<file path="config.mk">
export PLATFORM = sky130hd
export DESIGN_NAME = biriscv_decode_queue_flat
export DESIGN_NICKNAME = d
export VERILOG_FILES = /design/src/rtl/biriscv_decode_queue_if.sv /design/src/rtl/biriscv_decode_queue.sv /design/src/flat_wrapper.sv
export SDC_FILE = /design/constraint.sdc
export NUM_CORES = 2
export LEC_CHECK = 0
export CELL_PAD_IN_SITES_DETAIL_PLACEMENT = 0
export CELL_PAD_IN_SITES_GLOBAL_PLACEMENT = 1
export CORE_UTILIZATION = 35
export DETAILED_ROUTE_END_ITERATION = 10
export PLACE_DENSITY = 0.63
export SKIP_CTS_REPAIR_TIMING = 1
export SYNTH_ARGS = -nofsm -noshare
export SYNTH_HDL_FRONTEND = slang
export SYNTH_SLANG_ARGS = --single-unit
export TNS_END_PERCENT = 1
</file>
<file path="constraint.sdc">
create_clock -name clk_i -period 8.35 [get_ports clk_i]
set_input_delay 0.835 -clock clk_i [delete_from_list [all_inputs] [get_ports clk_i]]
set_output_delay 0.835 -clock clk_i [all_outputs]
set_load 0.1 [all_outputs]
</file>
<file path="src/rtl/biriscv_decode_queue_if.sv">
// Fetch-to-issue handshake bundle for biriscv_decode_queue.
// Signal suffixes are written from the queue's point of view.
interface biriscv_decode_queue_if #(
  parameter int unsigned FETCH_LANES = 2,
  parameter int unsigned ISSUE_LANES = 2,
  parameter int unsigned DEPTH       = 8
);
  localparam int unsigned POP_W = $clog2(ISSUE_LANES + 1);
  localparam int unsigned CNT_W = $clog2(DEPTH + 1);

  logic                      flush_i;
  logic                      enable_muldiv_i;
  logic [FETCH_LANES-1:0]    fetch_valid_i;
  logic [FETCH_LANES-1:0]    fetch_fault_i;
  logic [32*FETCH_LANES-1:0] fetch_opcode_i;
  logic [31:0]               fetch_pc_i;
  logic                      fetch_accept_o;
  logic [ISSUE_LANES-1:0]    issue_valid_o;
  logic [32*ISSUE_LANES-1:0] issue_opcode_o;
  logic [32*ISSUE_LANES-1:0] issue_pc_o;
  logic [10*ISSUE_LANES-1:0] issue_flags_o;
  logic [POP_W-1:0]          issue_pop_i;
  logic [CNT_W-1:0]          count_o;

  // Fetch/issue side that drives the queue.
  modport master (
    output flush_i, enable_muldiv_i, fetch_valid_i, fetch_fault_i, fetch_opcode_i, fetch_pc_i,
           issue_pop_i,
    input  fetch_accept_o, issue_valid_o, issue_opcode_o, issue_pc_o, issue_flags_o, count_o
  );

  // The decode queue itself.
  modport slave (
    input  flush_i, enable_muldiv_i, fetch_valid_i, fetch_fault_i, fetch_opcode_i, fetch_pc_i,
           issue_pop_i,
    output fetch_accept_o, issue_valid_o, issue_opcode_o, issue_pc_o, issue_flags_o, count_o
  );
endinterface

</file>
<file path="src/rtl/biriscv_decode_queue.sv">
// Multi-lane decode stage: classifies up to FETCH_LANES instructions per beat, stores them in a
// circular queue of DEPTH entries and exposes the oldest ISSUE_LANES entries to issue.
// Flags: [0]invalid [1]exec [2]lsu [3]branch [4]mul [5]div [6]csr [7]mule [8]rd_valid [9]fault.
module biriscv_decode_queue #(
  parameter int unsigned FETCH_LANES  = 2,
  parameter int unsigned ISSUE_LANES  = 2,
  parameter int unsigned DEPTH        = 8,
  parameter bit          SUPPORT_MULE = 1'b1
) (
  input logic                   clk_i,
  input logic                   rst_ni,
  biriscv_decode_queue_if.slave bus
);
  localparam int unsigned PTR_W = $clog2(DEPTH);
  localparam int unsigned CNT_W = $clog2(DEPTH + 1);
  localparam int unsigned POP_W = $clog2(ISSUE_LANES + 1);
  localparam int unsigned CMP_W = (POP_W > CNT_W) ? POP_W : CNT_W;

  localparam int unsigned F_INVALID = 0;
  localparam int unsigned F_EXEC    = 1;
  localparam int unsigned F_LSU     = 2;
  localparam int unsigned F_BRANCH  = 3;
  localparam int unsigned F_MUL     = 4;
  localparam int unsigned F_DIV     = 5;
  localparam int unsigned F_CSR     = 6;
  localparam int unsigned F_MULE    = 7;
  localparam int unsigned F_RD      = 8;
  localparam int unsigned F_FAULT   = 9;

  // A faulting lane is only ever routed to the CSR/exception path.
  localparam logic [9:0] FAULT_FLAGS = 10'h240;

  // Instruction match masks: major opcode, +funct3, +funct7, M-ext group, exact.
  localparam logic [31:0] M_OP  = 32'h0000_007f;
  localparam logic [31:0] M_F3  = 32'h0000_707f;
  localparam logic [31:0] M_F7  = 32'hfe00_707f;
  localparam logic [31:0] M_MD  = 32'hfe00_407f;
  localparam logic [31:0] M_ALL = 32'hffff_ffff;

  logic [31:0]      r_opcode [DEPTH];
  logic [31:0]      r_pc     [DEPTH];
  logic [9:0]       r_flags  [DEPTH];
  logic [PTR_W-1:0] r_head;
  logic [PTR_W-1:0] r_tail;
  logic [CNT_W-1:0] r_count;

  logic             w_accept;
  logic             w_push;
  logic [CNT_W-1:0] w_push_cnt;
  logic [CNT_W-1:0] w_push_add;
  logic [CNT_W-1:0] w_pop_cnt;
  logic [CMP_W-1:0] w_pop_req;
  logic [PTR_W-1:0] w_wr_idx     [FETCH_LANES];
  logic [31:0]      w_lane_pc    [FETCH_LANES];
  logic [9:0]       w_lane_flags [FETCH_LANES];

  function automatic logic inst_is(input logic [31:0] op, input logic [31:0] pat,
                                   input logic [31:0] mask);
    return (op & mask) == pat;
  endfunction

  function automatic logic [9:0] classify(input logic [31:0] op, input logic en_md);
    logic       exec_hit, load_hit, store_hit, jump_hit, bcc_hit;
    logic       mul_hit, div_hit, csr_rw_hit, csr_sys_hit, mule_hit, any_hit;
    logic [9:0] flags;

    exec_hit = inst_is(op, 32'h0000_0013, M_F3)    // addi
             | inst_is(op, 32'h0000_2013, M_F3)    // slti
             | inst_is(op, 32'h0000_3013, M_F3)    // sltiu
             | inst_is(op, 32'h0000_4013, M_F3)    // xori
             | inst_is(op, 32'h0000_6013, M_F3)    // ori
             | inst_is(op, 32'h0000_7013, M_F3)    // andi
             | inst_is(op, 32'h0000_1013, M_F7)    // slli
             | inst_is(op, 32'h0000_5013, M_F7)    // srli
             | inst_is(op, 32'h4000_5013, M_F7)    // srai
             | inst_is(op, 32'h0000_0037, M_OP)    // lui
             | inst_is(op, 32'h0000_0017, M_OP)    // auipc
             | inst_is(op, 32'h0000_0033, M_F7)    // add
             | inst_is(op, 32'h4000_0033, M_F7)    // sub
             | inst_is(op, 32'h0000_1033, M_F7)    // sll
             | inst_is(op, 32'h0000_2033, M_F7)    // slt
             | inst_is(op, 32'h0000_3033, M_F7)    // sltu
             | inst_is(op, 32'h0000_4033, M_F7)    // xor
             | inst_is(op, 32'h0000_5033, M_F7)    // srl
             | inst_is(op, 32'h4000_5033, M_F7)    // sra
             | inst_is(op, 32'h0000_6033, M_F7)    // or
             | inst_is(op, 32'h0000_7033, M_F7);   // and

    load_hit = inst_is(op, 32'h0000_0003, M_F3)    // lb
             | inst_is(op, 32'h0000_1003, M_F3)    // lh
             | inst_is(op, 32'h0000_2003, M_F3)    // lw
             | inst_is(op, 32'h0000_4003, M_F3)    // lbu
             | inst_is(op, 32'h0000_5003, M_F3)    // lhu
             | inst_is(op, 32'h0000_6003, M_F3);   // lwu

    store_hit = inst_is(op, 32'h0000_0023, M_F3)   // sb
              | inst_is(op, 32'h0000_1023, M_F3)   // sh
              | inst_is(op, 32'h0000_2023, M_F3);  // sw

    jump_hit = inst_is(op, 32'h0000_006f, M_OP)    // jal
             | inst_is(op, 32'h0000_0067, M_F3);   // jalr

    bcc_hit = inst_is(op, 32'h0000_0063, M_F3)     // beq
            | inst_is(op, 32'h0000_1063, M_F3)     // bne
            | inst_is(op, 32'h0000_4063, M_F3)     // blt
            | inst_is(op, 32'h0000_5063, M_F3)     // bge
            | inst_is(op, 32'h0000_6063, M_F3)     // bltu
            | inst_is(op, 32'h0000_7063, M_F3);    // bgeu

    // funct3[2] splits the M group: 0..3 multiply, 4..7 divide/remainder.
    mul_hit = en_md & inst_is(op, 32'h0200_0033, M_MD);
    div_hit = en_md & inst_is(op, 32'h0200_4033, M_MD);

    csr_rw_hit = inst_is(op, 32'h0000_1073, M_F3)  // csrrw
               | inst_is(op, 32'h0000_2073, M_F3)  // csrrs
               | inst_is(op, 32'h0000_3073, M_F3)  // csrrc
               | inst_is(op, 32'h0000_5073, M_F3)  // csrrwi
               | inst_is(op, 32'h0000_6073, M_F3)  // csrrsi
               | inst_is(op, 32'h0000_7073, M_F3); // csrrci

    // System and fence ops serialise through the CSR unit. MISC-MEM funct3=2 (CBM) is
    // deliberately absent so it decodes as invalid.
    csr_sys_hit = inst_is(op, 32'h0000_0073, M_ALL) // ecall
                | inst_is(op, 32'h0010_0073, M_ALL) // ebreak
                | inst_is(op, 32'h3020_0073, M_ALL) // mret
                | inst_is(op, 32'h1050_0073, M_ALL) // wfi
                | inst_is(op, 32'h0000_000f, M_F3)  // fence
                | inst_is(op, 32'h0000_100f, M_F3); // fence.i

    // mule lives in the custom-0 major opcode with funct3=0.
    mule_hit = SUPPORT_MULE & en_md & inst_is(op, 32'h0000_000b, M_F3);

    any_hit = exec_hit | load_hit | store_hit | jump_hit | bcc_hit | mul_hit | div_hit
            | csr_rw_hit | csr_sys_hit | mule_hit;

    flags            = '0;
    flags[F_INVALID] = ~any_hit;
    flags[F_EXEC]    = exec_hit;
    flags[F_LSU]     = load_hit | store_hit;
    flags[F_BRANCH]  = jump_hit | bcc_hit;
    flags[F_MUL]     = mul_hit;
    flags[F_DIV]     = div_hit;
    flags[F_CSR]     = csr_rw_hit | csr_sys_hit | ~any_hit;
    flags[F_MULE]    = mule_hit;
    flags[F_RD]      = exec_hit | load_hit | jump_hit | mul_hit | div_hit | csr_rw_hit
                     | mule_hit;
    flags[F_FAULT]   = 1'b0;
    return flags;
  endfunction

  // Decode each lane and compute its compacted write slot relative to tail.
  always_comb begin
    w_push_cnt = '0;
    for (int k = 0; k < FETCH_LANES; k++) begin
      w_wr_idx[k]     = r_tail + PTR_W'(w_push_cnt);
      w_lane_pc[k]    = bus.fetch_pc_i + 32'(4 * k);
      w_lane_flags[k] = bus.fetch_fault_i[k] ? FAULT_FLAGS
                      : classify(bus.fetch_opcode_i[32*k +: 32], bus.enable_muldiv_i);
      if (bus.fetch_valid_i[k]) begin
        w_push_cnt = w_push_cnt + CNT_W'(1);
      end
    end
  end

  // Accept depends only on registered occupancy; pops never open space in the same cycle.
  always_comb begin
    w_accept   = (r_count <= CNT_W'(DEPTH - FETCH_LANES));
    w_push     = w_accept & (|bus.fetch_valid_i) & ~bus.flush_i;
    w_push_add = w_push ? w_push_cnt : '0;
    w_pop_req  = CMP_W'(bus.issue_pop_i);
    w_pop_cnt  = (w_pop_req > CMP_W'(r_count)) ? r_count : CNT_W'(w_pop_req);
  end

  // Pointer and occupancy update; flush wins over any same-cycle push or pop.
  always_ff @(posedge clk_i or negedge rst_ni) begin
    if (!rst_ni) begin
      r_head  <= '0;
      r_tail  <= '0;
      r_count <= '0;
    end else if (bus.flush_i) begin
      r_head  <= '0;
      r_tail  <= '0;
      r_count <= '0;
    end else begin
      r_head  <= r_head + PTR_W'(w_pop_cnt);
      r_tail  <= r_tail + PTR_W'(w_push_add);
      r_count <= r_count + w_push_add - w_pop_cnt;
    end
  end

  // Entry storage is not reset; slots are only observed once occupied.
  always_ff @(posedge clk_i) begin
    if (w_push) begin
      for (int k = 0; k < FETCH_LANES; k++) begin
        if (bus.fetch_valid_i[k]) begin
          r_opcode[w_wr_idx[k]] <= bus.fetch_opcode_i[32*k +: 32];
          r_pc[w_wr_idx[k]]     <= w_lane_pc[k];
          r_flags[w_wr_idx[k]]  <= w_lane_flags[k];
        end
      end
    end
  end

  // Present the oldest ISSUE_LANES slots; validity comes from occupancy, not pointers.
  always_comb begin
    bus.fetch_accept_o = w_accept;
    bus.count_o        = r_count;
    bus.issue_valid_o  = '0;
    bus.issue_opcode_o = '0;
    bus.issue_pc_o     = '0;
    bus.issue_flags_o  = '0;
    for (int k = 0; k < ISSUE_LANES; k++) begin
      bus.issue_valid_o[k]        = (int'(r_count) > k);
      bus.issue_opcode_o[32*k +: 32] = r_opcode[r_head + PTR_W'(k)];
      bus.issue_pc_o[32*k +: 32]     = r_pc[r_head + PTR_W'(k)];
      bus.issue_flags_o[10*k +: 10]  = r_flags[r_head + PTR_W'(k)];
    end
  end
endmodule

</file>
<file path="src/flat_wrapper.sv">
// flat-port wrapper written by rule: the top's interface ports become plain ports
module biriscv_decode_queue_flat 
#(
  parameter int unsigned FETCH_LANES  = 2,
  parameter int unsigned ISSUE_LANES  = 2,
  parameter int unsigned DEPTH        = 8,
  parameter bit          SUPPORT_MULE = 1'b1
)
  (clk_i, rst_ni, bus_flush_i, bus_enable_muldiv_i, bus_fetch_valid_i, bus_fetch_fault_i, bus_fetch_opcode_i, bus_fetch_pc_i, bus_issue_pop_i, bus_fetch_accept_o, bus_issue_valid_o, bus_issue_opcode_o, bus_issue_pc_o, bus_issue_flags_o, bus_count_o);
  biriscv_decode_queue_if #(.FETCH_LANES(FETCH_LANES), .ISSUE_LANES(ISSUE_LANES), .DEPTH(DEPTH)) bus_i ();
  input logic clk_i;
  input logic rst_ni;
  input wire logic [$bits(bus_i.flush_i)-1:0] bus_flush_i;
  input wire logic [$bits(bus_i.enable_muldiv_i)-1:0] bus_enable_muldiv_i;
  input wire logic [$bits(bus_i.fetch_valid_i)-1:0] bus_fetch_valid_i;
  input wire logic [$bits(bus_i.fetch_fault_i)-1:0] bus_fetch_fault_i;
  input wire logic [$bits(bus_i.fetch_opcode_i)-1:0] bus_fetch_opcode_i;
  input wire logic [$bits(bus_i.fetch_pc_i)-1:0] bus_fetch_pc_i;
  input wire logic [$bits(bus_i.issue_pop_i)-1:0] bus_issue_pop_i;
  output wire logic [$bits(bus_i.fetch_accept_o)-1:0] bus_fetch_accept_o;
  output wire logic [$bits(bus_i.issue_valid_o)-1:0] bus_issue_valid_o;
  output wire logic [$bits(bus_i.issue_opcode_o)-1:0] bus_issue_opcode_o;
  output wire logic [$bits(bus_i.issue_pc_o)-1:0] bus_issue_pc_o;
  output wire logic [$bits(bus_i.issue_flags_o)-1:0] bus_issue_flags_o;
  output wire logic [$bits(bus_i.count_o)-1:0] bus_count_o;
  assign bus_i.flush_i = bus_flush_i;
  assign bus_i.enable_muldiv_i = bus_enable_muldiv_i;
  assign bus_i.fetch_valid_i = bus_fetch_valid_i;
  assign bus_i.fetch_fault_i = bus_fetch_fault_i;
  assign bus_i.fetch_opcode_i = bus_fetch_opcode_i;
  assign bus_i.fetch_pc_i = bus_fetch_pc_i;
  assign bus_i.issue_pop_i = bus_issue_pop_i;
  assign bus_fetch_accept_o = bus_i.fetch_accept_o;
  assign bus_issue_valid_o = bus_i.issue_valid_o;
  assign bus_issue_opcode_o = bus_i.issue_opcode_o;
  assign bus_issue_pc_o = bus_i.issue_pc_o;
  assign bus_issue_flags_o = bus_i.issue_flags_o;
  assign bus_count_o = bus_i.count_o;
  biriscv_decode_queue #(.FETCH_LANES(FETCH_LANES), .ISSUE_LANES(ISSUE_LANES), .DEPTH(DEPTH), .SUPPORT_MULE(SUPPORT_MULE)) u_core (.clk_i(clk_i), .rst_ni(rst_ni), .bus(bus_i));
endmodule
</file>
==> impl_metrics.prom <==
# TYPE chip_impl_metric gauge
chip_impl_metric{name="finalSetupViolCount",unit=""} 0
chip_impl_metric{name="synthArstFlopShare",unit="%"} 1.66
chip_impl_metric{name="numPortBuffers",unit=""} 260
chip_impl_metric{name="clk-insertion-delay-late",unit="ns"} 0.64
chip_impl_metric{name="path_clk_slew",unit="ns"} 0.06
chip_impl_metric{name="drv_slew",unit=""} 0
chip_impl_metric{name="fill_cells",unit=""} 9452
chip_impl_metric{name="cts_max_level",unit=""} 3
chip_impl_info{name="worstSetupStartpoint",value="u_core.r_head[0]"} 1
chip_impl_metric{name="grt_max_degree",unit=""} 134
chip_impl_metric{name="worst_slew_margin_rel",unit="%"} 18.9
chip_impl_metric{name="share_comb_of_total_power",unit="%"} 61.7
chip_impl_metric{name="cts_inserted_buffers",unit=""} 74
chip_impl_metric{name="grt_pass1_wl",unit="µm"} 175000
chip_impl_metric{name="netSwitchingFraction",unit="%"} 51.1
chip_impl_info{name="yosys_most_used_dff",value="edfxtp_1"} 1
chip_impl_metric{name="wl",unit="µm"} 122000
chip_impl_metric{name="drt_first_iter_violations",unit=""} 2370
chip_impl_metric{name="clock-sinks",unit=""} 602
chip_impl_metric{name="critical_path_required",unit="ns"} 7.52
chip_impl_metric{name="synthToLayoutAreaGrowth",unit="%"} 16.4
chip_impl_metric{name="netlist_area",unit="µm²"} 36100
chip_impl_metric{name="drv_cap",unit=""} 0
chip_impl_metric{name="place_hpwl",unit="µm"} 70300
chip_impl_metric{name="clock_path_buffers",unit=""} 3
chip_impl_metric{name="post_detailed_route_count_of_antenna_violating_nets",unit=""} 0
chip_impl_info{name="most_frequent_standard_cell_in_the_layout_excluding_fill_and_tap_cells",value="nand2_1"} 1
chip_impl_metric{name="grt_remaining_overflow",unit=""} 0
chip_impl_metric{name="ys_warn_count",unit=""} 0
chip_impl_info{name="rr_endpoint",value="u_core.r_opcode[3][10]"} 1
chip_impl_metric{name="leakagePower",unit="µW"} 0.0145
chip_impl_metric{name="power.sequential.fraction",unit="%"} 20.9
chip_impl_metric{name="post_route_cells_drive_above_1_share",unit="%"} 20.4
chip_impl_metric{name="ir_worst_vdd",unit="V"} 0.000591
chip_impl_metric{name="finish.utilization",unit="%"} 41.2
chip_impl_metric{name="count_of_unresolved_drc_violations_after_routing",unit=""} 0
chip_impl_info{name="setup.worst_path.start_class",value="flop"} 1
chip_impl_metric{name="synthesized_area_per_cell",unit="µm²"} 12.2
chip_impl_info{name="worst_r2r_startpoint",value="u_core.bus.count_o[3]"} 1
chip_impl_metric{name="post-route-period-util",unit="%"} 75.0
chip_impl_metric{name="floorplan.io_pins",unit=""} 261
chip_impl_info{name="worst_setup_path_endpoint",value="bus_issue_pc_o[36]"} 1
chip_impl_metric{name="post-route-min-period",unit="ns"} 6.26
chip_impl_metric{name="crit_path_max_fanout",unit=""} 54
chip_impl_metric{name="die_ar",unit="µm²"} 104000
chip_impl_metric{name="net_count_after_synthesis",unit=""} 3086
chip_impl_metric{name="design.final.nets",unit=""} 3174
chip_impl_metric{name="vias_in_the_first_global_route",unit=""} 25200
chip_impl_metric{name="starting_utilization_of_the_core_area",unit="%"} 35.4
chip_impl_info{name="worst_setup_path_end_kind",value="output pin"} 1
chip_impl_metric{name="synth_seq_area_share",unit="%"} 50.0
chip_impl_metric{name="number_of_enable_flip_flop_cells_after_synthesis",unit=""} 592
chip_impl_info{name="cts_tree",value="done"} 1
chip_impl_metric{name="track_usage",unit="%"} 23.3
chip_impl_info{name="outcome",value="finished, final reports clean"} 1
chip_impl_metric{name="finalWeightedCongestion",unit=""} 0.810
chip_impl_metric{name="final_cells",unit=""} 4471
chip_impl_metric{name="antenna_found_initial",unit=""} 19
chip_impl_info{name="layout_common_cells",value="nand2_1, edfxtp_1, mux4_2"} 1
chip_impl_info{name="cts-root-buf",value="clkbuf_16"} 1
chip_impl_metric{name="reg2reg_depth",unit=""} 8
chip_impl_metric{name="r2r_setup_slack",unit="ns"} 3.96
chip_impl_metric{name="chipWidth",unit="µm"} 323
chip_impl_metric{name="drt_pre_antenna_iters",unit=""} 5
chip_impl_metric{name="post_route_clock_skew",unit="ns"} 0.0274
chip_impl_metric{name="yosysUniqueCellTypes",unit=""} 66
chip_impl_info{name="hold_class",value="input pin to async pin"} 1
chip_impl_metric{name="cellPowerDensity",unit="nW/µm²"} 423
chip_impl_metric{name="cp_data_arrival_time",unit="ns"} 5.43
chip_impl_metric{name="placeableCoreArea",unit="µm²"} 102000
chip_impl_metric{name="placedCellCount",unit=""} 4339
chip_impl_metric{name="final-hold-violation-count",unit=""} 0
chip_impl_metric{name="post_drt_via_cell_ratio",unit=""} 5.58
chip_impl_metric{name="power.share.clock",unit="%"} 17.4
chip_impl_metric{name="worstMarginPinSlew",unit="ns"} 1.21
chip_impl_metric{name="postSynthRegisterBits",unit=""} 602
chip_impl_metric{name="power_switching",unit="µW"} 9070
chip_impl_metric{name="die_height",unit="µm"} 323
chip_impl_metric{name="floorplan.rows",unit=""} 117
chip_impl_metric{name="netlist_instances",unit=""} 2959
chip_impl_metric{name="dr_total_vias",unit=""} 25000
chip_impl_info{name="critical_path_class",value="flop to output pin"} 1
chip_impl_metric{name="fmaxAchievable",unit="MHz"} 160
chip_impl_info{name="grt_setup_unrepaired",value="no"} 1
chip_impl_metric{name="finalSetupTns",unit="ns"} 0
chip_impl_metric{name="detail_route.wl_per_cell",unit="µm"} 27.3
chip_impl_metric{name="power.internal",unit="µW"} 8690
-- per-stage QoR --
step                hold WS [ns]  worst slack (ns)  power [µW]  area, µm²
floorplan                  0.539            -0.483       12000      36100
global placement           0.630              2.65       14800      39700
detailed placement         0.652              2.59       14900      39700
CTS                        0.529              1.89       18000      42000
global route               0.582              1.69       18400      42000
finish                     0.553              2.09       17800      42000
-- power groups by stage --
stage / Sequential, µW / Combinational, µW / Clock (µW)
6_report: 3710 / 11000 / 3090
5_1_grt: 3730 / 11400 / 3240
4_1_cts: 3710 / 11100 / 3140
3_5_place_dp: 3770 / 11100 / 0
3_3_place_gp: 3770 / 11000 / 0
2_1_floorplan: 3650 / 8340 / 0
-- final cells by class --
type / instances / area, µm² / area share (%)
flip-flops and latches: 602 / 18000 / 42.9
multi-input cells: 2050 / 17000 / 40.4
repair buffers: 300 / 2950 / 7.03
clock buffers: 89 / 1970 / 4.69
well taps: 1368 / 1710 / 4.08
clock inverters: 39 / 295 / 0.703
inverters: 19 / 71.3 / 0.170
diodes: 4 / 10.0 / 0.0238
-- cells by family (layout without fill, tap and decap cells) --
logic type               Yosys count  in the layout  synth area share (%)
AND/OR/NAND/NOR                 1180           1180                  13.5
flip-flops                       602            602                  50.0
multiplexers                     495            495                  24.6
buffers and inverters            307            447                  3.64
XOR/XNOR                         228            228                  5.54
AO/OA/AOI/OAI                    126            126                  1.95
adder cells (fa/ha/maj)           21             21                 0.812
other                              0              4                     0
-- cell usage after synthesis, types with 11 or more instances --
library cell    n  area [µm²]
buf_1          57         214
buf_2          43         215
clkbuf_1      168         631
edfxtp_1      592       17800
ha_1           17         213
inv_1          18        67.6
mux2_2        150        1690
mux2i_1        48         480
mux4_2        296        6670
nand2_1       892        3350
nand3_1        20         100
nand4_1        11        68.8
nor2_1        157         589
nor3_1         12        60.1
o21ai_0        90         450
xnor2_1        87         762
xor2_1        141        1230
-- how the worst min path moves through the flow --
stage	to	from	slack, ns	depth (start not counted)
2_1_floorplan	u_core.bus.count_o[0]	rst_ni	0.54	0
3_3_place_gp	u_core.r_tail[2]	u_core.r_tail[2]	0.63	2
3_5_place_dp	u_core.r_tail[2]	u_core.r_tail[2]	0.65	2
4_1_cts	u_core.bus.count_o[0]	rst_ni	0.53	1
5_1_grt	u_core.bus.count_o[0]	rst_ni	0.58	1
6_report	u_core.bus.count_o[0]	rst_ni	0.55	1
-- flip-flops by register name, summed over array words and instances, names as in the netlist --
| name | count |
|---|---|
| u_core.r_head | 3 |
| u_core.r_pc | 256 |
| u_core.r_opcode | 256 |
| u_core.r_tail | 3 |
| u_core.bus.count_o | 4 |
| u_core.r_flags | 80 |
-- metal layers --
layer | wire (µm) | up-vias | part of all wire (%) | global-route usage [%]
li1 | - | 10900 | - | -
met5 | 201 | - | 0.16 | 0
met2 | 60300 | 1049 | 49 | 39.6
met3 | 9120 | 210 | 7.5 | 4.59
met1 | 49100 | 12800 | 40 | 30.1
met4 | 3180 | 32 | 2.6 | 6.78
-- worst max-delay path, cell delays in order, from the launching register on --
cell and delay, ns:
dfrtp_4 1.06, ha_4 0.88, buf_4 0.81, mux4_2 0.61
mux2_2 0.30, clkdlybuf4s50_1 0.97
No activity file was read; power rests on OpenSTA's default activity.
